--- config.mk ---
export PLATFORM = sky130hd
export DESIGN_NAME = pc_control
export DESIGN_NICKNAME = d
export VERILOG_FILES = /design/src/rtl/pc_control.sv
export SDC_FILE = /design/constraint.sdc
export NUM_CORES = 1
export LEC_CHECK = 0
export ABC_AREA = 1
export CAP_MARGIN = 20
export CORE_ASPECT_RATIO = 1.75
export CORE_MARGIN = 4
export CORE_UTILIZATION = 50
export DETAILED_ROUTE_END_ITERATION = 10
export HOLD_SLACK_MARGIN = 0.03
export PLACE_DENSITY = 0.95
export SLEW_MARGIN = 20
export SYNTH_ARGS = -nofsm -noshare
export SYNTH_HDL_FRONTEND = slang
export SYNTH_SLANG_ARGS = --single-unit
export TNS_END_PERCENT = 20
--- constraint.sdc ---
create_clock -name clk -period 6 [get_ports clk]
set_clock_uncertainty 0.05 [all_clocks]
set_input_delay 0.6 -clock clk [delete_from_list [all_inputs] [get_ports clk]]
set_output_delay 0.6 -clock clk [all_outputs]
set_load 0.1 [all_outputs]
--- src/rtl/pc_control.sv ---
// Fetch PC sequencer: BOOT/RUN/HALTED control, JR/J/branch redirect selection,
// sticky misaligned-JR flag and a count of PC advances.
module pc_control #(
  parameter logic [31:0] RESET_PC = 32'h0000_0000
) (
  input  logic        clk,
  input  logic        rst_n,
  input  logic [31:0] shift_out,
  input  logic        branch_taken,
  input  logic        jump,
  input  logic [25:0] jump_index,
  input  logic        jr,
  input  logic [31:0] jr_addr,
  input  logic        stall,
  input  logic        halt,
  output logic [31:0] pc,
  output logic [31:0] pc_plus4,
  output logic [31:0] branch_target,
  output logic        running,
  output logic        addr_err,
  output logic [31:0] instr_count
);

  // state  | meaning
  // BOOT   | single cycle after reset, pc held at RESET_PC
  // RUN    | fetching; pc advances unless stalled
  // HALTED | everything frozen until reset
  typedef enum logic [1:0] {
    BOOT   = 2'd0,
    RUN    = 2'd1,
    HALTED = 2'd2
  } state_t;

  state_t      state, state_nxt;
  logic [31:0] pc_nxt;
  logic [31:0] count_nxt;
  logic        err_nxt;
  logic [31:0] jr_target;
  logic [31:0] jump_target;

  assign pc_plus4      = pc + 32'd4;
  assign branch_target = pc_plus4 + shift_out;
  assign jr_target     = {jr_addr[31:2], 2'b00};
  assign jump_target   = {pc_plus4[31:28], jump_index, 2'b00};
  assign running       = (state == RUN);

  always_ff @(posedge clk or negedge rst_n) begin
    if (!rst_n) begin
      state       <= BOOT;
      pc          <= RESET_PC;
      instr_count <= '0;
      addr_err    <= 1'b0;
    end else begin
      state       <= state_nxt;
      pc          <= pc_nxt;
      instr_count <= count_nxt;
      addr_err    <= err_nxt;
    end
  end

  always_comb begin
    state_nxt = state;
    pc_nxt    = pc;
    count_nxt = instr_count;
    err_nxt   = addr_err;
    case (state)
      BOOT: state_nxt = RUN;
      RUN: begin
        // halt wins over stall; a stalled cycle ignores redirects entirely
        if (halt) begin
          state_nxt = HALTED;
        end else if (!stall) begin
          count_nxt = instr_count + 32'd1;
          if (jr) begin
            pc_nxt = jr_target;
            if (jr_addr[1:0] != 2'b00) err_nxt = 1'b1;
          end else if (jump) begin
            pc_nxt = jump_target;
          end else if (branch_taken) begin
            pc_nxt = branch_target;
          end else begin
            pc_nxt = pc_plus4;
          end
        end
      end
      HALTED: state_nxt = HALTED;
      default: state_nxt = BOOT;
    endcase
  end

endmodule

# After elaboration in Yosys (flattened, before gate mapping)
# Cells that the tools add are included.
# classes
n_addsub	3
n_eq_ne	3
n_mux	5
bitwise_logic	2
reduce_logical	4
# ops
cell	n
32-bit two-way mux	3
32-bit by 1-bit adder with 32-bit output (second input constant)	1
32-bit by 3-bit adder with 32-bit output (second input constant)	1
32-bit adder	1
2-bit one-hot mux with 3 select lines	1
5-bit AND reduction	1
3-bit AND reduction	1
2-bit by 1-bit equality test with 1-bit output (second input constant)	1
2-bit equality test (second input constant)	1
2-bit logical NOT	1
2-bit two-way mux	1
2-bit != test (second input constant)	1
1-bit NOT	2
2-bit nonzero test	1
# word_totals
regBits	67

# Depth between registers and ports, before layout
# depth
ltp_word	5
mapped_depth	24

# Worst setup path after synthesis
# Ideal clock, no wire load.
# synth_timing
kind	register to output
startpoint	reg pc[2]
endpoint	out branch_target[15]
arrival_time_ns	5.768
required_ns	5.350
setup_slack_ns	-0.418
path_stages_with_launch	15
cell_sequence	dfrtp_1 > nand2_1 > nor2_4 > nand2_4 > nor2_4 > nand2_2 > xnor2_1 > ha_1 > nand2_1 > inv_1 > nand2_1 > nand2_1 > a21oi_1 > nand2_1 > xor2_1
# synth_between
elab_chain_cells	2
# synth_lines
element	line	rtl
start: declaration	16	output logic [31:0] pc,
start signal: assignment	55	pc <= pc_nxt;
32-bit by 3-bit adder with 32-bit output	41	assign pc_plus4 = pc + 32'd4;
named net pc_plus4[13]	17	output logic [31:0] pc_plus4,
32-bit adder	42	assign branch_target = pc_plus4 + shift_out;
end: declaration	18	output logic [31:0] branch_target,
# The timed path passes the listed nets, and every way through them passes these cells.

# Worst setup path after layout
# layout_timing
startpoint	reg pc[3]
endpoint	out branch_target[26]
# layout_between
elab_chain_cells	2
# layout_lines
element	line
32-bit by 3-bit adder with 32-bit output	41
32-bit adder	42
# Every way passes these cells.

==> out/metrics.yaml <==
synth_area_um2: 7040
critPathArrivalTime_ps: 4570
grt_max_degree: 68
crit_type: "flip-flop to output pin"
setup_viol: 0
yosysMostFrequentCell: "nand2_1"
critical_path.cell_chain: "nand2_1 > nor2_4 > nand2_4 > nor2_4 > nand2_2 > nor3_2 > nand2_1 > nand2_1 > inv_1 > ha_1 > a21oi_1 > o21ai_0 > a21oi_1 > nand4_1 > nand2_1 > clkdlybuf4s50_1"
post-route-min-period_ps: 5220
synth_edf_count: 0
min_period_over_period: 0.871
fp.dieH_um: 165
cts_inserted_buffers: 9
syn_avg_cell_area_um2: 6.10
vias: 8682
drt_iter0_drc: 670
yosysTopAreaCell: "dfrtp_1"
die_w_um: 97.7
end_kind: "output pin"
tritoncts: "yes"
insertion_delay_ps: 340
synthTopCellsByCount: "nand2_1 (404), inv_1 (156), nor2_1 (130)"
hold_buffers: 0
utilization: 0.710
synth_top_area_frac: 0.238
syn-num-nets: 1294
n_antenna_cell: 0
place.gp.congestion: 1.03
synth_ff_type: "dfrtp_1"
initial_core_util: 0.509
worst_pin_slew_ps: 1070
crit_family: "simple AND/OR/NAND/NOR gates"
r2r_slack_ps: 2420
overflow: 0
post_drt_wl_per_cell_um: 19.2
dp.final_hpwl_mm: 24.1
layout-drive-gt1-share: 0.0601
grt_pass1_wl_mm: 45.7
viasPerCell: 5.58
htree_levels: 3
crit_path_frequent_cell: "nand2_1"
cts_sinks: 67
clkTransAtPathRegs_ps: 60
worstReg2RegStart: "pc[3]"
relSlewSlack: 0.283
cts_buffer_depth: 2
dr.pass1.iters: 6
nets: 1516
core_area_um2: 13800
port_buffers: 226
ff2ff_path_depth: 20
fmax_mhz: 191
syn_inst: 1154
seq_area_frac_synth: 0.238
fp.dieArea_um2: 16100
antenna_found_initial: 0
maxCapViolations: 0
critical_path_required_ps: 5350
drv_slew: 0
dpl-instance-area_um2: 9510
start_kind: "flip-flop"
rows: 57
path_depth: 16
post_cts_resized: 0
ys_warn_count: 0
synthArstFlopShare: 1.00
synth_area_leaders: "dfrtp_1 (24%), nand2_1 (22%), inv_1 (8.3%)"
drt-total-wl_mm: 29.8
io_pins: 227
crit_slowest_cell: "clkdlybuf4s50_1"
max_stage_delay_ps: 1140
finalHoldViolCount: 0
finalInstanceArea_um2: 9820
grt.total_usage: 0.365
cp.buffers_inverters: 2
postCtsSetupBuffers: 0
rsz0062_at_grt: "no"
status: "completed"
area_growth_pct: 39.6
grt_pass1_vias: 8827
route.detailed.drc: 0
ant_nets: 0
yosysUniqueCellTypes: 44
hold_path.class: "primary input to async pin"
ys_ff_latch: 67
path_max_fanout: 6
rr_endpoint: "pc[30]"
cts-root-buf: "clkbuf_16"
==> stage by stage <==
stage	setup WS (ps)	TNS (ps)	hold WS, ps	std cells
after global placement	1250	0	411	1542
after floorplan	-72.1	-178	254	1154
final	775	0	389	1557
after CTS	865	0	427	1557
after global routing	561	0	447	1557
after detailed placement	1240	0	416	1542
==> worst max-delay path by stage <==
stage,from,to,slack (ps)
final,pc[3],branch_target[26],780
after global routing,pc[3],branch_target[26],560
after CTS,pc[3],branch_target[26],870
after detailed placement,pc[3],branch_target[26],1240
after global placement,pc[3],branch_target[26],1250
after floorplan,pc[2],branch_target[14],-70
==> state kept, by name (all words and copies together), names as in the netlist <==
name         flops
state            2
pc              32
addr_err         1
instr_count     32
==> layer usage <==
metal | vias up | track usage | part of all wire
met5 | - | 0 | 0
met2 | 505 | 0.672 | 0.51
li1 | 4053 | - | -
met1 | 3954 | 0.364 | 0.34
met3 | 170 | 0.0630 | 0.072
met4 | 0 | 0.271 | 0.080
==> kinds of logic (layout without fill, tap and decap cells) <==
logic type | after synthesis | in the layout | synth area share
simple gates | 688 | 688 | 0.421
buf+inv | 191 | 417 | 0.104
compound gates | 104 | 104 | 0.0821
flops | 67 | 67 | 0.238
xor+xnor | 61 | 61 | 0.0770
fa+ha+maj | 43 | 43 | 0.0775
==> final cells by class <==
class	instances	area, um^2
clock buffers	9	225
clock inverters	6	91.3
fillers	1210	4010
inverters	169	634
multi-input cells	896	4680
flip-flops and latches	67	1680
well taps	177	221
repair buffers	233	2290
==> layout by cell type, fill, tap and decap left out, types with 17 or more instances in the layout <==
master and count:
ha_1 42, clkdlybuf4s50_1 219, xnor2_1 22, a21oi_1 57, nor2_1 130, nor3_1 17
nand3_1 65, xor2_1 31, nand2_1 404, dfrtp_1 67, inv_1 156
Power is left out: the tool's default activity adds up to more than one toggle a clock period on the data nets, which glitch-free logic cannot reach.
